## config.mk

```make
export PLATFORM = sky130hd
export DESIGN_NAME = apb_irq_ctrl
export DESIGN_NICKNAME = d
export VERILOG_FILES = /design/src/rtl/irqctrl_pkg.sv /design/src/rtl/irq_prio_enc.sv /design/src/rtl/apb_irq_ctrl.sv
export SDC_FILE = /design/constraint.sdc
export NUM_CORES = 1
export LEC_CHECK = 0
export ABC_CLOCK_PERIOD_IN_PS = 3400
export BUFFER_PORTS_ARGS = -buffer_cell sky130_fd_sc_hd__buf_2
export CORE_MARGIN = 3
export CORE_UTILIZATION = 25
export CTS_CLUSTER_SIZE = 40
export DETAILED_ROUTE_END_ITERATION = 8
export PLACE_DENSITY = 0.55
export SYNTH_ARGS = -nofsm -noshare
export SYNTH_HDL_FRONTEND = slang
export SYNTH_SLANG_ARGS = --single-unit
```

## constraint.sdc

```tcl
create_clock -name pclk -period 3.4 [get_ports pclk]
set_clock_uncertainty 0.15 [all_clocks]
set_input_delay 0.68 -clock pclk [delete_from_list [all_inputs] [get_ports pclk]]
set_output_delay 0.68 -clock pclk [all_outputs]
set_load 0.02 [all_outputs]
```

## src/rtl/irqctrl_pkg.sv

```systemverilog
// Shared definitions for the APB interrupt controller: register offsets
// within the 0x20-byte window and the layout of the CLAIM word.
package irqctrl_pkg;

    localparam logic [4:0] OFS_PENDING = 5'h00;
    localparam logic [4:0] OFS_ENABLE  = 5'h04;
    localparam logic [4:0] OFS_MODE    = 5'h08;
    localparam logic [4:0] OFS_CLAIM   = 5'h0C;
    localparam logic [4:0] OFS_STATUS  = 5'h10;

    localparam int CLAIM_VALID_BIT = 31;

    // CLAIM register image: valid flag on top, source id in the low five bits
    typedef struct packed {
        logic                         valid;
        logic [CLAIM_VALID_BIT-6:0]   rsvd;
        logic [4:0]                   id;
    } claim_t;

endpackage

```

## src/rtl/irq_prio_enc.sv

```systemverilog
// Fixed-priority encoder: reports the lowest set index of an N-bit request
// vector as a CLAIM word. Purely combinational.
module irq_prio_enc
    import irqctrl_pkg::*;
#(
    parameter int N = 8
) (
    input  logic [N-1:0] req,
    output claim_t       claim
);

    // Scan from the top down so the lowest set index is the last one written
    always_comb begin
        claim = '0;
        for (int i = N - 1; i >= 0; i--) begin
            if (req[i]) begin
                claim.valid = 1'b1;
                claim.id    = 5'(i);
            end
        end
    end

endmodule

```

## src/rtl/apb_irq_ctrl.sv

```systemverilog
// APB interrupt controller: NUM_SRC maskable sources with per-source
// edge/level mode, enable and W1C pending, plus a non-maskable input.
// One wait state per access; read data and error are registered.
module apb_irq_ctrl
    import irqctrl_pkg::*;
#(
    parameter int                    ADDR_WIDTH = 32,
    parameter int                    DATA_WIDTH = 32,
    parameter int                    NUM_SRC    = 8,
    parameter logic [ADDR_WIDTH-1:0] BASE_ADDR  = 32'h2000_0000
) (
    input  logic                  pclk,
    input  logic                  presetn,
    input  logic [ADDR_WIDTH-1:0] paddr,
    input  logic [DATA_WIDTH-1:0] pdata,
    output logic [DATA_WIDTH-1:0] prdata,
    input  logic                  psel,
    input  logic                  penable,
    input  logic                  pwrite,
    input  logic [3:0]            pstb,
    output logic                  pready,
    output logic                  perr,
    input  logic [NUM_SRC-1:0]    src,
    input  logic                  nmi,
    output logic                  cpu_interrupt
);

    logic [NUM_SRC-1:0] pending;
    logic [NUM_SRC-1:0] enable;
    logic [NUM_SRC-1:0] mode;
    logic [NUM_SRC-1:0] src_d;
    logic [NUM_SRC-1:0] pend_nxt;
    logic [NUM_SRC-1:0] active;
    logic [NUM_SRC-1:0] wsel;
    logic [NUM_SRC-1:0] wbits;
    logic [NUM_SRC-1:0] w1c;
    logic [31:0]        byte_mask;
    logic [31:0]        rd_val;
    logic               rd_err;
    logic               acc_err;
    logic               access;
    logic               in_window;
    logic [2:0]         reg_idx;
    logic               wr_pend;
    logic               wr_en;
    logic               wr_mode;
    claim_t             claim;
    logic               unused_bits;

    assign access    = psel & penable & ~pready;
    assign in_window = (paddr[ADDR_WIDTH-1:5] == BASE_ADDR[ADDR_WIDTH-1:5]);
    assign reg_idx   = paddr[4:2];

    assign wr_pend = access & pwrite & in_window & (reg_idx == OFS_PENDING[4:2]);
    assign wr_en   = access & pwrite & in_window & (reg_idx == OFS_ENABLE[4:2]);
    assign wr_mode = access & pwrite & in_window & (reg_idx == OFS_MODE[4:2]);

    // Expand byte strobes to a bit mask over the implemented sources
    always_comb begin
        byte_mask = '0;
        for (int b = 0; b < 4; b++) begin
            byte_mask[8*b +: 8] = {8{pstb[b]}};
        end
    end

    assign wsel   = byte_mask[NUM_SRC-1:0];
    assign wbits  = pdata[NUM_SRC-1:0] & wsel;
    assign w1c    = wr_pend ? wbits : '0;
    assign active = pending & enable;

    // Address bits [1:0] and data/strobe lanes above NUM_SRC carry no state
    assign unused_bits = ^{paddr[1:0], pdata, byte_mask};

    irq_prio_enc #(.N(NUM_SRC)) u_prio (
        .req   (active),
        .claim (claim)
    );

    // Read mux and access error, evaluated against the current register state
    always_comb begin
        rd_val = '0;
        rd_err = 1'b0;
        if (!in_window) begin
            rd_err = 1'b1;
        end else begin
            case (reg_idx)
                OFS_PENDING[4:2]: rd_val = 32'(pending);
                OFS_ENABLE[4:2]:  rd_val = 32'(enable);
                OFS_MODE[4:2]:    rd_val = 32'(mode);
                OFS_CLAIM[4:2]:   rd_val = claim;
                OFS_STATUS[4:2]:  rd_val = 32'(active);
                default:          rd_err = 1'b1;
            endcase
        end
        acc_err = rd_err | (pwrite & ((reg_idx == OFS_CLAIM[4:2]) |
                                      (reg_idx == OFS_STATUS[4:2])));
    end

    // Next pending: edge sources latch rises (a rise beats a same-cycle W1C),
    // level sources simply follow the request line
    always_comb begin
        pend_nxt = '0;
        for (int i = 0; i < NUM_SRC; i++) begin
            if (mode[i]) begin
                pend_nxt[i] = (src[i] & ~src_d[i]) | (pending[i] & ~w1c[i]);
            end else begin
                pend_nxt[i] = src[i];
            end
        end
    end

    // Register state, bus response and the registered CPU interrupt
    always_ff @(posedge pclk) begin
        if (!presetn) begin
            pending       <= '0;
            enable        <= '0;
            mode          <= '0;
            src_d         <= '0;
            prdata        <= '0;
            pready        <= 1'b0;
            perr          <= 1'b0;
            cpu_interrupt <= 1'b0;
        end else begin
            pending       <= pend_nxt;
            src_d         <= src;
            cpu_interrupt <= (|active) | nmi;
            pready        <= access;
            perr          <= access & acc_err;
            if (wr_en) begin
                enable <= (enable & ~wsel) | wbits;
            end
            if (wr_mode) begin
                mode <= (mode & ~wsel) | wbits;
            end
            if (access) begin
                prdata <= pwrite ? '0 : DATA_WIDTH'(rd_val);
            end
        end
    end

endmodule
```

* Yosys cells after proc, flatten, opt, wreduce, memory -nomap -nowiden
Index checks and enable logic that the tools add are counted.
Widths: inputs -> output; s select.
** Cells by class
- Bitwise logic cells :: 60
- Equal/unequal tests :: 5
- Multiplexer cells :: 30
- Reduce and logical (&&, ||, !) cells :: 3
** Operators with widths (number)
- $pmux 32 s5 :: 1
- $mux 32 :: 2
- $and 8x8->8 :: 4
- $eq 27x25->1 const B :: 1
- $and 1x1->1 :: 25
- $mux 3 :: 8
- $mux 1 :: 18
- $not 1->1 :: 17
- $or 8x8->8 :: 2
- $or 1x1->1 :: 11
- $mux 8 :: 1
- $not 8->8 :: 1
- $reduce_or 8->1 :: 1
- $eq 3x2->1 const B :: 2
- $reduce_or 5->1 :: 1
- $eq 3x1->1 const B :: 1
- $eq 3x3->1 const B :: 1
- $logic_not 3->1 :: 1
** Word-level totals
- Output and inout port bits :: 35
- Bits in registers :: 67
- Logic and storage cells :: 106

* Depth between registers and ports, before layout
- Word-level depth :: 12
- Depth in mapped cells :: 6
- Gate-level depth less buffers :: 5

* By module
Synthesis repeated with hierarchy kept, for this count alone.
** Second synthesis, totals
- Cell total of the unflattened synthesis :: 337
- Area, all modules :: 3036.7 um^2
** Modules (own cells, without submodules)
- apb_irq_ctrl :: cells an instance 295, seq. area each 1341.3 um^2, area each 2742.6 um^2, instances 1
- irq_prio_enc :: cells an instance 42, seq. area each 0.0 um^2, area each 294.0 um^2, instances 1

* Least setup slack after synthesis
No wires, ideal clock.
- Kind :: input to register
- Start :: input paddr[7]
- End :: register with a tool-made name
- Cell stages on the path :: 6
- Setup slack :: 1.110 ns
- Arrival time :: 2.068 ns
- Setup time :: 0.072 ns
- Path buffers :: 1
- Cells stage by stage :: nor4_1 > nand4_1 > or2_1 > buf_2 > nor3_4 > mux2i_1
** RTL lines
- from (decl) :: line apb_irq_ctrl.sv:14 : input logic [ADDR_WIDTH-1:0] paddr,

==> run metrics <==
status finished, final reports clean; Ant. Diodes 0; arrival time at the worst endpoint 2.41 ns; routability congestion estimate 0.762; first-pass GRT wire length approximately 9500 µm; via/cell ratio 4.79; critical-path cell list buf_2 > nor4_1 > nand4_1 > or2_1 > nor3_4 > mux2i_1; Overall Power 995 µW; fmax 429 MHz; R2R cell count 4; synthesized instance count 280; synthesis-to-finish area growth 19.4%; Seq/Total Area, Yosys between 30% and 40%; crit path capture type flip-flop; Worst-Skew Late Latency approximately 0.3 ns; CTS Buf Count 5; total wire length 5950 µm; Antenna Nets Post-Route 0; dpl cell area around 2600 µm²; CORE AREA 8810 µm²; antenna violations before repair 0; Setup-failing EPs final 0; die area 10300 µm²; Initial Util 26.0%; Die Span X 102 µm; delay-heaviest family, CP simple AND/OR/NAND/NOR gates; # IOs between 100 and 150; Critical Path Fanout Max 8; CTS Sinks 44; largest net degree at the start of global routing 52; synthesized flop and latch total 44; Place WS ~0.7 ns; final non-filler cell area 2730 µm²; hold-fix buffer count after cts 0; top cells by area, synth dfxtp_1 (38%), nand2_1 (10%), buf_4 (7.5%); Post-synth ARST share 0%; final worst slack between 1 and 1.5 ns; Worst Setup Start Kind input port; R2R setup slack roughly 1.7 ns; Crit Path Category in -> reg; Tmin final roughly 2.3 ns; Tot GR Track Use 11.6%; Netlist cell types 37; power per cell area 364 nW/µm²; routed len/inst 13.2 µm; first drt pass iteration count 4; Critical path origin paddr[7]; syn_area_per_cell 8.17 µm²; Filler Cells Inserted 938; # H-tree levels 2; Tightest Pin Transition around 0.84 ns; CTS tree done; DRC viols 0; Port Buf Inserts 64; cts repair resizes 0; Yosys top cell area share between 30% and 40%; DR vias 2162; crit path buf inv count 1; Hold Vio Cnt, Final 0; multi-input logic area 1260 µm²; Hold Path Class reg -> reg; Die Y between 100 and 150 µm; num rows 34; worst ir drop on vdd 0.000150 V; crit-path max cell delay 0.57 ns; vias in the first global route 2023; Max-Slew Margin vs Limit between 40% and 50%; number of synthesized flops with an enable pin 0; DP HPWL around 4400 µm; DRT iter0 DRCs 218; Yosys top cell by area dfxtp_1; r2r startpoint pready; Most used DFF post-synth dfxtp_1; clk buf depth 2; share of post-route cells with drive strength above 1 23.0%; Slew Limit Fails 0; Tcrit/Tclk final between 60% and 70%; Nets 424; Congestion Overflow GR 0; RSZ-0062 raised after global routing no; CP Depth 6; Worst-path clk slew 0.08 ns; mapped cell area 2290 µm²; Clock Tree Root clkbuf_8; Worst EP required 3.48 ns; YS warnings 0; setup_tns 0 ns; slowest stage cell, crit path nor3_4; Max-Cap Viols 0; postcts setup bufs 0; Leak between 1 and 1.5 nW; storage element area 881 µm²
[how the worst min path moves through the flow]
| stage | startpoint | to | cells after the start |
|---|---|---|---|
| after floorplan | flip-flop | flip-flop | 2 |
| after global placement | prdata[5] | prdata[5] | 2 |
| after detailed placement | prdata[5] | prdata[5] | 2 |
| after CTS | prdata[5] | prdata[5] | 2 |
| after global routing | prdata[5] | prdata[5] | 2 |
| final | prdata[4] | prdata[4] | 2 |
[final cells by class]
type | count | area share, %
Clock inverter | 1 | 0.275
Tap cell | 108 | 4.95
Inverter | 2 | 0.275
Multi-Input combinational cell | 221 | 46.3
Sequential cell | 44 | 32.2
Timing Repair Buffer | 68 | 12.8
Clock buffer | 7 | 3.16
[report_power, final]
part | switching, mW | leakage [nW] | total [mW] | internal [mW]
combinational | 0.0745 | 0.689 | 0.116 | 0.0411
clock | 0.179 | 0.0445 | 0.344 | 0.165
sequential | 0.00903 | 0.359 | 0.536 | 0.527
[synthesized netlist by cell type, types with 5 or more instances]
| master | number |
|---|---|
| a32oi_1 | 10 |
| and2_1 | 10 |
| nor4_1 | 6 |
| buf_4 | 23 |
| nand2_1 | 62 |
| nor2b_1 | 9 |
| a21boi_0 | 6 |
| and3_1 | 6 |
| nor2_1 | 5 |
| nand3_1 | 5 |
| mux2i_1 | 16 |
| clkbuf_1 | 11 |
| a31oi_1 | 9 |
| o21ai_0 | 17 |
| dfxtp_1 | 44 |
| a21oi_1 | 11 |
[metal layers]
layer  vias up  track usage [%]  routed length [µm]
li1       1076                -                   -
met1       986             14.9                2720
met2        91             18.2                2580
met3         9             3.17                 519
met4         0             4.91                 135
met5         -                0                   0
[worst register-to-register path: stages, from the launching register on]
cell     delay [ns]
dfxtp_1        0.32
and3b_1        0.30
nand3_1        0.15
nor3_4         0.51
mux2i_1        0.26
[placed cells by master, fill, tap and decap left out, drive strengths merged, types with 2 or more instances in the layout]
master	instances
nor4b	2
clkbuf	7
a221oi	2
dfxtp	44
nand3	5
a32oi	10
a22oi	2
o31ai	3
buf	68
nor2b	9
and3	6
nor3	2
nand4	4
nor2	6
mux2i	16
a21oi	11
o21ai	17
a31oi	9
a21boi	6
and2	10
conb	23
inv	2
nand2	62
o21a	2
nor4	7
[kinds of logic (layout without fill, tap and decap cells)]
kind of cell / Yosys count / in the layout / share of synthesized area [%]
buf+inv: 37 / 78 / 9.90
simple gates: 116 / 116 / 25.4
other cells: 1 / 23 / 0.164
mux: 16 / 16 / 7.00
flops: 44 / 44 / 38.5
compound gates: 66 / 66 / 19.0
[through the flow]
step                hold WS (ns)  util, %  cells
CTS                        0.319     31.0    451
global placement           0.302     30.0    443
finish                     0.312     31.0    451
floorplan                  0.298        -    302
detailed placement         0.308     30.0    443
global route               0.339     31.0    451
Note: power is estimated with default switching activity, not from simulation.
